$ cat config.mk
export PLATFORM = sky130hd
export DESIGN_NAME = williams_video_timing
export DESIGN_NICKNAME = d
export VERILOG_FILES = /design/src/rtl/williams_video_timing.sv
export SDC_FILE = /design/constraint.sdc
export NUM_CORES = 1
export LEC_CHECK = 0
export ABC_AREA = 1
export CAP_MARGIN = 40
export CORE_UTILIZATION = 53
export DETAILED_ROUTE_END_ITERATION = 10
export GPL_TIMING_DRIVEN = 0
export PLACE_DENSITY = 0.91
export SLEW_MARGIN = 0
export SYNTH_ARGS = -nofsm -noshare
export SYNTH_HDL_FRONTEND = slang
export SYNTH_SLANG_ARGS = --single-unit
export TNS_END_PERCENT = 10
$ cat constraint.sdc
create_clock -name clk_sys -period 4.6 [get_ports clk_sys]
set_input_delay 0.92 -clock clk_sys [delete_from_list [all_inputs] [get_ports clk_sys]]
set_output_delay 0.92 -clock clk_sys [all_outputs]
set_load 0.01 [all_outputs]
$ cat src/rtl/williams_video_timing.sv
// Video timing stage behind williams_soc: pixel/line counters, blanking windows,
// aligned RGB/sync/blank outputs, line-length measurement and sync-lock detection.
module williams_video_timing #(
    parameter int HB_START = 336,
    parameter int HB_END   = 40,
    parameter int VB_START = 246,
    parameter int VB_END   = 6,
    parameter int CNT_W    = 11
) (
    input  logic             clk_sys,
    input  logic             reset_n,
    input  logic             hs_in,
    input  logic             vs_in,
    input  logic [7:0]       rgb_in,
    output logic             ce_pix,
    output logic             hblank,
    output logic             vblank,
    output logic             de,
    output logic             hs_out,
    output logic             vs_out,
    output logic [7:0]       rgb_out,
    output logic [CNT_W-1:0] pcnt,
    output logic [CNT_W-1:0] lcnt,
    output logic [CNT_W-1:0] line_len,
    output logic             sync_ok
);

    typedef enum logic [1:0] {ST_LOST, ST_LOCKING, ST_LOCKED} sync_state_t;

    localparam logic [CNT_W-1:0] CNT_MAX = '1;
    localparam logic [CNT_W-2:0] HB_S    = HB_START[CNT_W-2:0];
    localparam logic [CNT_W-2:0] HB_E    = HB_END[CNT_W-2:0];
    localparam logic [CNT_W-1:0] VB_S    = VB_START[CNT_W-1:0];
    localparam logic [CNT_W-1:0] VB_E    = VB_END[CNT_W-1:0];

    logic             old_hs_q, old_vs_q;
    logic [CNT_W-1:0] pcnt_q, pcnt_d, lcnt_q, lcnt_d, len_q, ref_q;
    logic             hblank_q, vblank_q, de_q, hs_out_q, vs_out_q;
    logic [7:0]       rgb_q;
    sync_state_t      state_q;
    logic             one_match_q, miss_q, vs_seen_q, sync_ok_q;
    logic             hs_rise, vs_rise, lost_ev, blank;

    always_comb begin
        hs_rise = hs_in & ~old_hs_q;
        vs_rise = hs_rise & vs_in & ~old_vs_q;

        pcnt_d = pcnt_q;
        if (hs_rise)
            pcnt_d = '0;
        else if (pcnt_q != CNT_MAX)
            pcnt_d = pcnt_q + 1'b1;

        lcnt_d = lcnt_q;
        if (vs_rise)
            lcnt_d = '0;
        else if (hs_rise && lcnt_q != CNT_MAX)
            lcnt_d = lcnt_q + 1'b1;

        // Judged on next-state values so an hs_rise that resets pcnt rescues the line.
        lost_ev = (pcnt_d == CNT_MAX) | (lcnt_d == CNT_MAX);
        blank   = hblank_q | vblank_q;
    end

    always_ff @(posedge clk_sys or negedge reset_n) begin
        if (!reset_n) begin
            old_hs_q <= 1'b0;
            old_vs_q <= 1'b0;
            pcnt_q   <= '0;
            lcnt_q   <= '0;
            len_q    <= '0;
        end else begin
            old_hs_q <= hs_in;
            pcnt_q   <= pcnt_d;
            lcnt_q   <= lcnt_d;
            if (hs_rise) begin
                old_vs_q <= vs_in;
                len_q    <= pcnt_q;
            end
        end
    end

    always_ff @(posedge clk_sys or negedge reset_n) begin
        if (!reset_n) begin
            hblank_q <= 1'b1;
            vblank_q <= 1'b1;
            de_q     <= 1'b0;
            hs_out_q <= 1'b0;
            vs_out_q <= 1'b0;
            rgb_q    <= '0;
        end else begin
            if (pcnt_q[CNT_W-1:1] == HB_S)
                hblank_q <= 1'b1;
            else if (pcnt_q[CNT_W-1:1] == HB_E)
                hblank_q <= 1'b0;
            if (lcnt_q == VB_S)
                vblank_q <= 1'b1;
            else if (lcnt_q == VB_E)
                vblank_q <= 1'b0;
            if (pcnt_q[0]) begin
                rgb_q    <= blank ? 8'h00 : rgb_in;
                de_q     <= ~blank;
                hs_out_q <= hs_in;
                vs_out_q <= vs_in;
            end
        end
    end

    always_ff @(posedge clk_sys or negedge reset_n) begin
        if (!reset_n) begin
            state_q     <= ST_LOST;
            one_match_q <= 1'b0;
            miss_q      <= 1'b0;
            vs_seen_q   <= 1'b0;
            ref_q       <= '0;
            sync_ok_q   <= 1'b0;
        end else if (lost_ev) begin
            state_q     <= ST_LOST;
            one_match_q <= 1'b0;
            miss_q      <= 1'b0;
            vs_seen_q   <= 1'b0;
            sync_ok_q   <= 1'b0;
        end else begin
            if (vs_rise)
                vs_seen_q <= 1'b1;
            if (hs_rise) begin
                case (state_q)
                    ST_LOST: begin
                        state_q     <= ST_LOCKING;
                        one_match_q <= 1'b0;
                    end
                    ST_LOCKING: begin
                        if (pcnt_q != len_q) begin
                            one_match_q <= 1'b0;
                        end else if (one_match_q && (vs_seen_q || vs_rise)) begin
                            state_q   <= ST_LOCKED;
                            sync_ok_q <= 1'b1;
                            ref_q     <= pcnt_q;
                            miss_q    <= 1'b0;
                        end else begin
                            one_match_q <= 1'b1;
                        end
                    end
                    ST_LOCKED: begin
                        // Compared against the locked length so one odd line costs only one miss.
                        if (pcnt_q == ref_q) begin
                            miss_q <= 1'b0;
                        end else if (miss_q) begin
                            state_q     <= ST_LOST;
                            sync_ok_q   <= 1'b0;
                            vs_seen_q   <= 1'b0;
                            one_match_q <= 1'b0;
                            miss_q      <= 1'b0;
                        end else begin
                            miss_q <= 1'b1;
                        end
                    end
                    default: state_q <= ST_LOST;
                endcase
            end
        end
    end

    assign ce_pix   = pcnt_q[0];
    assign hblank   = hblank_q;
    assign vblank   = vblank_q;
    assign de       = de_q;
    assign hs_out   = hs_out_q;
    assign vs_out   = vs_out_q;
    assign rgb_out  = rgb_q;
    assign pcnt     = pcnt_q;
    assign lcnt     = lcnt_q;
    assign line_len = len_q;
    assign sync_ok  = sync_ok_q;

endmodule

# == Yosys cells after proc, flatten, opt, wreduce, memory -nomap -nowiden ==
# Index checks and enable logic that the tools add are counted.
# op_classes
reduce_logical,14
muxes,41
bitwise,10
n_addsub,2
eq_ne,17
# ops
cell,count
$mux W11,4
$mux W1,26
$add A11 B1 Y11 const B,2
$eq A11 B11 Y1 const B,2
$ne A11 B11 Y1 const B,2
$reduce_and A5 Y1,3
$mux W2,6
$ne A3 B3 Y1 const B,4
$eq A11 B11 Y1,1
$eq A11 B3 Y1 const B,1
$eq A11 B8 Y1 const B,1
$ne A11 B11 Y1,1
$eq A10 B6 Y1 const B,1
$eq A10 B9 Y1 const B,1
$mux W8,1
$pmux W2 S3,1
$reduce_and A6 Y1,1
$reduce_bool A2 Y1,3
$not A1 Y1,5
$ne A4 B4 Y1 const B,1
$pmux W1 S2,2
$reduce_and A4 Y1,1
$reduce_bool A4 Y1,1
$and A1 B1 Y1,3
other kinds (8),10
# word_totals
word_cells,101
ff_bits,65
out_inout_bits,48

# == Longest topological paths before layout ==
# logic_depth
ltp_word,11
mapped_depth,19
mapped_depth_nobuf,19

# == Worst setup path before layout ==
# OpenSTA, ideal clock, no wires.
# synth_timing
path_type,input to register
from,input hs_in
to,register ref_q[0]
arrival_time_ns,2.361
path_buffers,2
path_slack_ns,2.118
path_stages,13
path_cell_list,nand2_1 -> inv_2 -> buf_2 -> nand4_1 -> nand2_1 -> nand3_1 -> nor3_2 -> nand2_4 -> nand2_4 -> nor2_4 -> nand3_4 -> buf_8 -> a21oi_1
# synth_between
elab_chain_cells,8
elab_cells_between_ends,14
# synth_lines
item,line_no,text
start: declaration,12,"input logic hs_in,"
$and A1 B1 Y1 (*),45,hs_rise = hs_in & ~old_hs_q;
$and A1 B1 Y1 or $logic_and A1 B1 Y1 (tied branches),"46, 57",
$and A1 B1 Y1 or $mux W11 (tied branches),"46, 57",
$mux W11,55,if (vs_rise)
$eq A11 B11 Y1,61,lost_ev = (pcnt_d == CNT_MAX) | (lcnt_d == CNT_MAX);
$or A1 B1 Y1,61,
$not A1 Y1 (no source line),-,
$reduce_and A5 Y1 (no source line) (*),-,
end signal: assignment,138,ref_q <= pcnt_q;
end: declaration,37,"logic [CNT_W-1:0] pcnt_q, pcnt_d, lcnt_q, lcnt_d, len_q, ref_q;"
# Every way passes the cells marked *; elsewhere a longest branch is shown, timed or not.
# A chain may end at the register's enable or synchronous reset.

# == Final worst setup path ==
# Same ends and word-level chain as after synthesis.

==> results.json <==
{
  "status": "finished, final reports clean",
  "numCtsBuffers": 9,
  "drive_above_1_share_pct": 17.7,
  "ctsLongestPathBuffers": 2,
  "fmax_ghz": 0.339,
  "cts_sinks": 65,
  "post-route-util_pct": 68.2,
  "ys_seq_elements": 65,
  "clkLatencyLatePin_ns": 0.36,
  "grt_usage_pct": 26.5,
  "syn-num-nets": 482,
  "synth_compound_area_share_pct": 7.19,
  "pin_count": 60,
  "hold_viol_final": 0,
  "crit_fanout": 10,
  "timing.hold.ws_ns": 0.485,
  "holdCritPathClass": "reg2reg",
  "dp_cells": 622,
  "core-area_mm2": 0.00683,
  "fin_tns_setup_ns": 0,
  "drv_slew": 0,
  "synthSimpleGateAreaFrac_pct": 34.8,
  "pwr_density_cell_mw_per_mm2": 418,
  "synth_edf_count": 0,
  "io_buffers": 59,
  "synth_top_family_by_area": "simple AND/OR/NAND/NOR gates",
  "synth_fa_ha_area_share_pct": 0.999,
  "antenna_found_initial": 0,
  "drv_cap": 0,
  "min_period_over_period_pct": 64.1,
  "fp.dieH_um": 86.2,
  "die-area_mm2": 0.00743,
  "ant_nets": 0,
  "async_flop_share_pct": 100,
  "die_x_um": 86.2,
  "seq_area_frac_synth_pct": 43.3,
  "synthCells": 467,
  "area_growth_syn_to_layout_pct": 24.0,
  "syn_avg_cell_area_um2": 8.05,
  "synth_top_area_share_pct": 41.9,
  "grtUsageMet3_pct": 6.57,
  "cts_setup_buffers": 0,
  "critical_path_class": "in2reg",
  "worstMarginPinSlew_ns": 0.805,
  "critPathArrivalTime_ns": 3.19,
  "synth.most_common_cell": "nand2_1",
  "ys_types": 40,
  "synthFlopType": "dfrtp_1",
  "wirelength_um": 9200,
  "synthMuxAreaShare_pct": 0,
  "yosys.area.top_type": "dfrtp_1",
  "cts_resized": 0,
  "rows": 30,
  "synthTopCellsByCount": "nand2_1 (109), dfrtp_1 (63), inv_1 (51), nand3_1 (41), nor2_1 (35)",
  "drtIter0Drc": 247,
  "holdBufCountCts": 0,
  "grt_pass1_wl_um": 15200,
  "grt.busiest_layer": "met2",
  "cp.required_ns": 4.84,
  "drcViolationCount": 0,
  "first_pass_iters": 4,
  "wl_per_cell_um": 14.4,
  "yosys_warnings": 0,
  "total_power_w": 0.00195,
  "maxSlewHeadroom_pct": 46.3,
  "synth_xor_area_share_pct": 4.19,
  "fin_cells": 638,
  "vias": 3476,
  "htree_levels": 3,
  "clkTransAtPathRegs_ns": 0.07,
  "grt_max_degree": 66,
  "ir_worst_vdd_v": 0.000236,
  "num_antenna_cells": 0,
  "critPathCaptureType": "register",
  "gp_congestion": 0.900,
  "power_leakage_nw": 2.23,
  "dpl.hpwl_um": 6650,
  "setup_viol": 0,
  "grt_util_met1_pct": 32.7,
  "synthesis.area_mm2": 0.00376,
  "cts_root_buf": "clkbuf_8",
  "first_global_vias": 3421,
  "yosys-top-cells-area": "dfrtp_1 (42%), nand2_1 (11%), nand3_1 (5.5%), inv_1 (5.1%), nor2_1 (3.5%)",
  "startpoint_type": "input pin",
  "min_period_ns": 2.95,
  "vias_per_cell": 5.45,
  "cts_tree": "yes",
  "initial_utilization_pct": 55.0,
  "grt_util_met2_pct": 43.1,
  "gr-total-overflow": 0,
  "nNetsFinal": 552,
  "rsz0062_at_grt": "no",
  "fin_skew_ns": 0.0164
}
-- through the flow --
step	setup WS [ns]	instance area [um2]
2_1_floorplan	2.12	3760
3_3_place_gp	0.537	4470
3_5_place_dp	1.32	4470
4_1_cts	1.70	4660
5_1_grt	1.41	4660
6_report	1.65	4660
-- critical path: stages --
cell             delay (ns)
clkdlybuf4s50_1        0.49
nand2_1                0.12
inv_2                  0.13
nand2_1                0.09
nor2_1                 0.21
nand2_1                0.10
nand2_1                0.07
nand3_1                0.09
nor2_1                 0.11
nand2_1                0.07
nor2_2                 0.15
nand2_4                0.10
nand2_4                0.12
nor2_4                 0.06
nand3_4                0.09
buf_8                  0.16
a21oi_1                0.08
-- where the power goes --
part	total, W	leakage [nW]	switching (W)	internal [W]
combinational	0.000690	1.30	0.000387	0.000303
sequential	0.000779	0.838	0.000110	0.000669
clock	0.000480	0.0954	0.000231	0.000249
total	0.00195	2.23	0.000729	0.00122
-- state kept, by name, summed over array words and instances (netlist names) --
| register | cells |
|---|---|
| hs_out | 1 |
| sync_ok | 1 |
| hblank | 1 |
| old_vs_q | 1 |
| state_q | 2 |
| line_len | 11 |
| ref_q | 11 |
| miss_q | 1 |
| one_match_q | 1 |
| pcnt | 11 |
| vs_out | 1 |
| de | 1 |
| rgb_out | 8 |
| old_hs_q | 1 |
| lcnt | 11 |
| vs_seen_q | 1 |
| vblank | 1 |
-- layer usage --
metal | up-vias | share of wire, %
li1 | 1649 | -
met3 | 27 | 6.5
met5 | - | 0
met1 | 1664 | 42
met2 | 136 | 49
met4 | 0 | 2.5
-- cells by family (layout without fill, tap and decap cells) --
kind of cell,after synthesis,count (layout)
compound gates,40,40
xor+xnor,18,18
fa+ha+maj,3,3
buf+inv,79,154
flops,65,65
simple gates,262,262
-- cell usage in the layout, fill, tap and decap left out, types with 3 or more instances in the layout --
cell type        instances
clkdlybuf4s50_1         58
o21ai_0                 14
nand3_1                 41
nor3_1                  13
nand2_2                 14
xor2_1                  12
ha_1                     3
o21ai_2                  9
nor2_4                   7
buf_4                    6
nand3_4                  3
nand3_2                  3
nor2_1                  35
or2_2                    5
nor2_2                   5
clkbuf_8                 9
o21ai_1                  7
nor4_1                   5
nand4_1                 16
xnor2_1                  6
inv_1                   51
buf_2                    6
inv_2                   10
clkinv_2                 3
dfrtp_1                 63
clkbuf_1                 3
nand2_1                109
-- final timing paths --
kind / slack, ns / start / to / depth (start not counted)
max: 1.65 / hs_in / ref_q[0] / 17
min: 0.49 / rgb_out[6] / rgb_out[6] / 2
max reg2reg: 2.04 / pcnt[0] / ref_q[0] / 13
min reg2reg: 0.49 / rgb_out[6] / rgb_out[6] / 2
max in group asynchronous: 3.42 / reset_n / sync_ok / 1
min in group asynchronous: 0.64 / reset_n / line_len[5] / 1
-- layout make-up --
| type | instances | area (um2) |
|---|---|---|
| clock inverter | 7 | 68.8 |
| inverter | 61 | 229 |
| tap | 96 | 120 |
| clock buffer | 9 | 124 |
| sequential | 65 | 1630 |
| multi-input combinational | 323 | 1770 |
| timing repair buffer | 59 | 588 |
| fill | 564 | 2170 |
| buffer | 18 | 129 |
Power figures use the tool's default switching activity.
